File: src/rtl/clkmeas.sv
// Measures period and high time of an asynchronous square wave in clk_in cycles, with lock and timeout flags.
// Latency: valid two edges after the edge that first samples a sig_in rise. A pulse output with no backpressure.
module clkmeas #(
  parameter int CNT_W    = 16,
  parameter int LOCK_CNT = 3
) (
  input  logic             clk_in,
  input  logic             rst_n,
  input  logic             sig_in,
  output logic [CNT_W-1:0] period_out,
  output logic [CNT_W-1:0] high_out,
  output logic             valid,
  output logic             locked,
  output logic             timeout
);

  localparam int MW = $clog2(LOCK_CNT + 1);
  localparam logic [MW-1:0] LOCK_MAX = MW'(LOCK_CNT);

  typedef enum logic [1:0] {IDLE, MEASURE, TMO} state_t;

  state_t           state, state_nxt;
  logic             s1, s2, s3;
  logic             rise;
  logic [CNT_W-1:0] per_cnt, per_nxt;
  logic [CNT_W-1:0] hi_cnt, hi_nxt;
  logic [CNT_W-1:0] period_nxt, high_nxt;
  logic             valid_nxt, locked_nxt, timeout_nxt;
  logic [MW-1:0]    match_cnt, match_nxt;
  logic             have_prev, prev_nxt;
  logic             is_match;

  assign rise     = s2 & ~s3;
  assign is_match = have_prev && (per_cnt == period_out) && (hi_cnt == high_out);

  always_ff @(posedge clk_in or negedge rst_n) begin
    if (!rst_n) begin
      s1 <= 1'b0;
      s2 <= 1'b0;
      s3 <= 1'b0;
    end else begin
      s1 <= sig_in;
      s2 <= s1;
      s3 <= s2;
    end
  end

  always_ff @(posedge clk_in or negedge rst_n) begin
    if (!rst_n) begin
      state      <= IDLE;
      per_cnt    <= '0;
      hi_cnt     <= '0;
      period_out <= '0;
      high_out   <= '0;
      valid      <= 1'b0;
      locked     <= 1'b0;
      timeout    <= 1'b0;
      match_cnt  <= '0;
      have_prev  <= 1'b0;
    end else begin
      state      <= state_nxt;
      per_cnt    <= per_nxt;
      hi_cnt     <= hi_nxt;
      period_out <= period_nxt;
      high_out   <= high_nxt;
      valid      <= valid_nxt;
      locked     <= locked_nxt;
      timeout    <= timeout_nxt;
      match_cnt  <= match_nxt;
      have_prev  <= prev_nxt;
    end
  end

  always_comb begin
    state_nxt   = state;
    per_nxt     = per_cnt;
    hi_nxt      = hi_cnt;
    period_nxt  = period_out;
    high_nxt    = high_out;
    valid_nxt   = 1'b0;
    locked_nxt  = locked;
    timeout_nxt = timeout;
    match_nxt   = match_cnt;
    prev_nxt    = have_prev;
    case (state)
      IDLE, TMO: begin
        // First rise only opens a measurement window; nothing to report yet.
        if (rise) begin
          state_nxt   = MEASURE;
          per_nxt     = CNT_W'(1);
          hi_nxt      = CNT_W'(1);
          timeout_nxt = 1'b0;
        end
      end
      MEASURE: begin
        if (rise) begin
          period_nxt = per_cnt;
          high_nxt   = hi_cnt;
          valid_nxt  = 1'b1;
          per_nxt    = CNT_W'(1);
          hi_nxt     = CNT_W'(1);
          prev_nxt   = 1'b1;
          if (is_match)
            match_nxt = (match_cnt == LOCK_MAX) ? match_cnt : match_cnt + MW'(1);
          else
            match_nxt = '0;
          locked_nxt = (match_nxt == LOCK_MAX);
        end else begin
          per_nxt = per_cnt + CNT_W'(1);
          hi_nxt  = hi_cnt + CNT_W'(s2);
          // A rise on the all-ones count takes the branch above, so it is reported instead.
          if (&per_cnt) begin
            state_nxt   = TMO;
            timeout_nxt = 1'b1;
            locked_nxt  = 1'b0;
            match_nxt   = '0;
            prev_nxt    = 1'b0;
          end
        end
      end
      default: state_nxt = IDLE;
    endcase
  end

endmodule

File: config.mk
export PLATFORM = sky130hd
export DESIGN_NAME = clkmeas
export DESIGN_NICKNAME = d
export VERILOG_FILES = /design/src/rtl/clkmeas.sv
export SDC_FILE = /design/constraint.sdc
export NUM_CORES = 1
export LEC_CHECK = 0
export BUFFER_PORTS_ARGS = -buffer_cell sky130_fd_sc_hd__buf_2
export CORE_MARGIN = 2
export CORE_UTILIZATION = 45
export DETAILED_ROUTE_END_ITERATION = 12
export PLACE_DENSITY = 0.71
export SLEW_MARGIN = 20
export SYNTH_ARGS = -nofsm -noshare
export SYNTH_HDL_FRONTEND = slang
export SYNTH_SLANG_ARGS = --single-unit
File: constraint.sdc
create_clock -name clk_in -period 2.1 [get_ports clk_in]
set_clock_uncertainty 0.15 [all_clocks]
set_input_delay 0.105 -clock clk_in [delete_from_list [all_inputs] [get_ports clk_in]]
set_output_delay 0.105 -clock clk_in [all_outputs]
set_load 0.05 [all_outputs]
Word level (Yosys, flattened, before mapping)
Cells that the tools add are included.
{"block": "totals", "wordCells": 63, "reg_bits": 75, "out_inout_bits": 35}
{"block": "op_classes", "n_reduce_logical": 12, "n_mux": 24, "bitwise_logic": 2, "add_sub_neg": 3, "eq_ne": 9}
{"cell": "16-bit case mux with 2 select lines", "count": 2}
{"cell": "16-bit 2-to-1 mux", "count": 3}
{"cell": "16-bit == test", "count": 2}
{"cell": "2-bit 2-to-1 mux", "count": 9}
{"cell": "16-bit by 1-bit adder with 16-bit output", "count": 1}
{"cell": "16-bit by 1-bit adder with 16-bit output (second input constant)", "count": 1}
{"cell": "16-bit AND reduction", "count": 1}
{"cell": "1-bit 2-to-1 mux", "count": 8}
{"cell": "2-bit == test (second input constant)", "count": 3}
{"cell": "2-bit inequality test (second input constant)", "count": 3}
{"cell": "2-bit AND reduction", "count": 3}
{"cell": "2-bit case mux with 2 select lines", "count": 1}
{"cell": "4-bit AND reduction", "count": 1}
{"cell": "2-bit nonzero test", "count": 2}
{"cell": "3-bit AND reduction", "count": 1}
{"cell": "2-bit by 1-bit adder with 2-bit output (second input constant)", "count": 1}
{"cell": "2-bit by 1-bit == test with 1-bit output (second input constant)", "count": 1}
{"cell": "1-bit logical AND", "count": 2}
{"cell": "2-bit zero test", "count": 1}
{"cell": "1-bit case mux with 2 select lines", "count": 1}
{"cell": "2-bit OR reduction", "count": 1}
{"cell": "1-bit bitwise AND", "count": 1}
{"cell": "1-bit NOT", "count": 1}

Depth between registers and ports, before layout
{"block": "depth", "word_depth": 8, "depth_mapped": 7}

Worst setup path after synthesis
OpenSTA, ideal clock, no wires.
{"block": "synth_timing", "path_type": "register to register", "start": "reg per_cnt[0]", "end": "reg have_prev", "arrival_time_ns": 1.534, "setup_time_ns": 0.119, "stages_incl_launch_ff": 6, "slack_ns": 0.298, "synth_period_minus_slack_ns": 1.802, "n_path_buf": 0, "cell_sequence": "dfrtp_1 -> ha_1 -> nand3_1 -> nor4b_4 -> nand4_4 -> a21o_2"}
{"block": "synth_via", "elab_chain_cells": 3}
{"item": "start: declaration", "line": "25", "source": "logic [CNT_W-1:0] per_cnt, per_nxt;"}
{"item": "start signal: assignment", "line": "62", "source": "per_cnt <= per_nxt;"}
{"item": "16-bit AND reduction", "line": "112", "source": "if (&per_cnt) begin"}
{"item": "2-bit nonzero test (no source line)"}
{"item": "2-bit AND reduction (no source line)"}
{"item": "end signal: assignment", "line": "70", "source": "have_prev <= prev_nxt;"}
{"item": "end: declaration", "line": "30", "source": "logic have_prev, prev_nxt;"}
Every way passes these cells.
A chain may end at the register's enable or synchronous reset.

Worst setup path in the final report
{"block": "layout_timing", "start": "reg s2", "end": "reg hi_cnt[14]"}
{"block": "layout_via", "elab_chain_cells": 3}
{"item": "start: declaration", "line": "23", "source": "logic s1, s2, s3;"}
{"item": "start signal: assignment", "line": "39", "source": "s2 <= 1'b0;"}
{"item": "start signal: assignment", "line": "43", "source": "s2 <= s1;"}
{"item": "16-bit by 1-bit adder with 16-bit output or 1-bit bitwise AND (tied branches)", "line": "110, 33"}
{"item": "16-bit 2-to-1 mux or 2-bit inequality test (tied branches)"}
{"item": "16-bit case mux with 2 select lines or 2-bit AND reduction (tied branches)"}
{"item": "end signal: assignment", "line": "63", "source": "hi_cnt <= hi_nxt;"}
{"item": "end: declaration", "line": "26", "source": "logic [CNT_W-1:0] hi_cnt, hi_nxt;"}
Several ways; a longest one is shown, not always the timed one.

==> flow_summary.json <==
{
  "post_drt_wl_per_cell_um": 15.4,
  "leakage_nw": 2.12,
  "area.growth.synth_to_final_pct": 17.7,
  "placedInstanceArea_um2": 4060,
  "post_layout_nonfiller_instances": 557,
  "ctsHtreeMaxLevel": 3,
  "wirelength_um": 8560,
  "power.sequential.fraction": 0.469,
  "final-seq-area_um2": 1880,
  "maxSlewHeadroom": 0.706,
  "hold_violations": 0,
  "viasPerCell": 5.30,
  "cts_made_buffers": 9,
  "finalWeightedCongestion": 0.887,
  "internal-power_mw": 2.47,
  "global_route_wire_length_before_repair_um": 14300,
  "total_vias_in_the_final_route": 2951,
  "multi_input_area_um2": 1680,
  "dp_hpwl_um": 6110,
  "syn_inst": 397,
  "clk_pin_slew_ns": 0.08,
  "power.clock.fraction": 0.323,
  "grt.total_usage": 0.214,
  "outcome": "finished clean",
  "power.net_switching_mw": 1.20,
  "clkLatencyLatePin_ns": 0.36,
  "slew_viol_final": 0,
  "post_cts.repair.setup_buffers": 0,
  "die_outline_area_um2": 8840,
  "internal_reg_to_reg_setup_slack_ns": 0.13,
  "synth_top_area_frac": 0.515,
  "initial_antenna_violation_count": 0,
  "avgSynthCellArea_um2": 9.19,
  "cts-root-to-sink-buffers": 2,
  "criticalPathCategory": "register to register",
  "layout_worst_path_cycle_share": 0.940,
  "rsz0062_at_grt": "yes",
  "cp.arrival_ns": 2.08,
  "pwr-share-comb": 0.209,
  "synth_largest_area_cell": "sky130_fd_sc_hd__dfrtp_1",
  "ys_types": 39,
  "nets": 456,
  "antennaDiodeCount": 0,
  "cts_num_sinks": 75,
  "antenna_left": 0,
  "crit-reg2reg-launch": "s2$_DFF_PN0_",
  "cts-root-buf": "sky130_fd_sc_hd__clkbuf_8",
  "drt_pre_antenna_iters": 4,
  "floorplan.initialDensity": 0.467,
  "setup_viol": 0,
  "tritoncts": "done",
  "drive_gt1_frac": 0.182,
  "coreArea_um2": 7810,
  "tightest_slew_ns": 0.441,
  "fp-row-count": 32,
  "worst_hold_path_type": "input pin to async pin",
  "layout_commonest_cell": "sky130_fd_sc_hd__nand2_1",
  "n_fill_cell": 731,
  "dieHeight_um": 94.0,
  "layout.cell_area.non_filler_um2": 4290,
  "critical_path_data_required_time_ns": 2.20,
  "postSynthRegisterBits": 75,
  "yosysWarningCount": 0,
  "placed_cells": 539,
  "cap_violations": 0,
  "postSynthNetCount": 403,
  "crit_path_start": "s2$_DFF_PN0_",
  "number_of_input_and_output_port_buffers_inserted": 37,
  "post-route-util": 0.550,
  "grt_overflow": 0,
  "power.switching_fraction": 0.326,
  "worstRegToRegCells": 7,
  "post_detailed_route_drc_marker_count": 0,
  "syn_std_cell_area_um2": 3650,
  "yosys-top-cells-area": "sky130_fd_sc_hd__dfrtp_1 (51%), sky130_fd_sc_hd__nand2_1 (12%), sky130_fd_sc_hd__xnor2_1 (9.4%)",
  "io_pins": 38,
  "cp-end-kind": "register",
  "seq_area_frac_synth": 0.515,
  "initialDrtViolationCount": 181,
  "totalPowerFinal_mw": 3.67,
  "fin_crit_ns": 1.97,
  "critPathMaxFanout": 5,
  "vdd.ir_drop.worst_uv": 377,
  "power_density_nw_per_um2": 854,
  "via_count_of_the_first_global_routing_pass": 2859,
  "timing.fmax_mhz": 507,
  "worst_flop_to_flop_path_endpoint": "hi_cnt[14]$_DFFE_PN0P_",
  "setup.worst_path.start_class": "register",
  "grt_start_max_net_pins": 44,
  "die_width_um": 94.0,
  "mostFrequentLayoutCells": "sky130_fd_sc_hd__nand2_1 (119), sky130_fd_sc_hd__dfrtp_1 (75), sky130_fd_sc_hd__xnor2_1 (39)"
}
-- metal layers --
layer / part of all wire / vias to the layer above / wire, um / global-route usage
li1: - / 1419 / - / -
met1: 0.46 / 1425 / 3910 / 0.295
met2: 0.47 / 93 / 4000 / 0.335
met3: 0.054 / 14 / 466 / 0.0441
met4: 0.021 / 0 / 178 / 0.0797
met5: 0 / - / 0 / 0
-- power groups by stage --
| stage | sequential [mW] | combinational, mW | clock, mW |
|---|---|---|---|
| final | 1.72 | 0.765 | 1.18 |
| after global routing | 1.74 | 0.837 | 1.26 |
| after CTS | 1.72 | 0.766 | 1.20 |
| after detailed placement | 1.74 | 0.759 | 0 |
| after global placement | 1.73 | 0.744 | 0 |
| after floorplan | 1.89 | 0.355 | 0 |
-- timing repair --
action,CTS,global route
resized for setup,0,1
setup endpoints to repair,0,2
hold endpoints to repair,76,0
hold buffers,2,0
-- flip-flops by register name (all words and copies together) (netlist names), 2 cells and up --
register,flops
per_cnt,16
match_cnt,2
period_out,16
state,2
hi_cnt,16
high_out,16
-- worst max-delay path by stage --
stage | endpoint | slack (ns) | cells after the start
after floorplan | have_prev$_DFFE_PN0P_ | 0.30 | 5
after global placement | hi_cnt[14]$_DFFE_PN0P_ | 0.21 | 7
after detailed placement | hi_cnt[12]$_DFFE_PN0P_ | 0.15 | 7
after CTS | hi_cnt[12]$_DFFE_PN0P_ | 0.12 | 7
after global routing | hi_cnt[12]$_DFFE_PN0P_ | -0.0007 | 7
final | hi_cnt[14]$_DFFE_PN0P_ | 0.13 | 7
-- logic make-up (layout without fill, tap and decap cells) --
kind of cell,Yosys count,after routing,share of synthesized area
AND/OR/NAND/NOR,201,201,0.257
flip-flops,75,75,0.515
AO/OA/AOI/OAI,49,49,0.0813
XOR/XNOR,46,46,0.110
buffers and inverters,23,81,0.0264
adder cells (fa/ha/maj),3,3,0.0103
-- cell usage after synthesis --
library cell / count
sky130_fd_sc_hd__a21o_1: 1
sky130_fd_sc_hd__a21o_2: 1
sky130_fd_sc_hd__a21oi_1: 7
sky130_fd_sc_hd__a22o_1: 4
sky130_fd_sc_hd__a22oi_1: 1
sky130_fd_sc_hd__a311oi_1: 1
sky130_fd_sc_hd__a31oi_1: 1
sky130_fd_sc_hd__a41oi_1: 1
sky130_fd_sc_hd__and2_1: 3
sky130_fd_sc_hd__and3_1: 6
sky130_fd_sc_hd__buf_1: 2
sky130_fd_sc_hd__buf_2: 7
sky130_fd_sc_hd__clkbuf_1: 9
sky130_fd_sc_hd__clkbuf_2: 1
sky130_fd_sc_hd__dfrtp_1: 75
sky130_fd_sc_hd__ha_1: 3
sky130_fd_sc_hd__inv_1: 4
sky130_fd_sc_hd__nand2_1: 119
sky130_fd_sc_hd__nand2b_1: 3
sky130_fd_sc_hd__nand3_1: 15
sky130_fd_sc_hd__nand4_1: 12
sky130_fd_sc_hd__nand4_4: 2
sky130_fd_sc_hd__nor2_1: 26
sky130_fd_sc_hd__nor2b_1: 3
sky130_fd_sc_hd__nor3_1: 7
sky130_fd_sc_hd__nor3b_1: 1
sky130_fd_sc_hd__nor4_1: 1
sky130_fd_sc_hd__nor4_2: 1
sky130_fd_sc_hd__nor4_4: 1
sky130_fd_sc_hd__nor4b_4: 1
sky130_fd_sc_hd__o2111ai_1: 1
sky130_fd_sc_hd__o21ai_0: 25
sky130_fd_sc_hd__o21ai_1: 1
sky130_fd_sc_hd__o22a_1: 1
sky130_fd_sc_hd__o22a_2: 1
sky130_fd_sc_hd__o22ai_1: 1
sky130_fd_sc_hd__o31ai_1: 2
sky130_fd_sc_hd__xnor2_1: 39
sky130_fd_sc_hd__xor2_1: 7
-- critical path, cell delays in order (launching register included) --
cell                        delay [ns]
sky130_fd_sc_hd__dfrtp_1          0.42
sky130_fd_sc_hd__ha_1             0.20
sky130_fd_sc_hd__ha_1             0.18
sky130_fd_sc_hd__and3_1           0.23
sky130_fd_sc_hd__o2111ai_1        0.20
sky130_fd_sc_hd__nor3_1           0.26
sky130_fd_sc_hd__xnor2_1          0.16
sky130_fd_sc_hd__nor2_1           0.06
-- through the flow --
step / hold WS (ns) / worst slack [ns] / setup TNS [ns]
2_1_floorplan: -0.341 / 0.298 / 0
3_3_place_gp: -0.0716 / 0.208 / 0
3_5_place_dp: -0.0700 / 0.148 / 0
4_1_cts: 0.0804 / 0.124 / 0
5_1_grt: 0.117 / -0.000745 / -0.000745
6_report: 0.0763 / 0.126 / 0
-- cell type report --
type,count,share of cell area
repair buffers,61,0.0897
well taps,102,0.0297
clock buffers,12,0.0385
flip-flops and latches,75,0.437
clock inverters,4,0.0111
multi-input cells,299,0.390
inverters,4,0.00350
(Power assumes the default switching activity.)
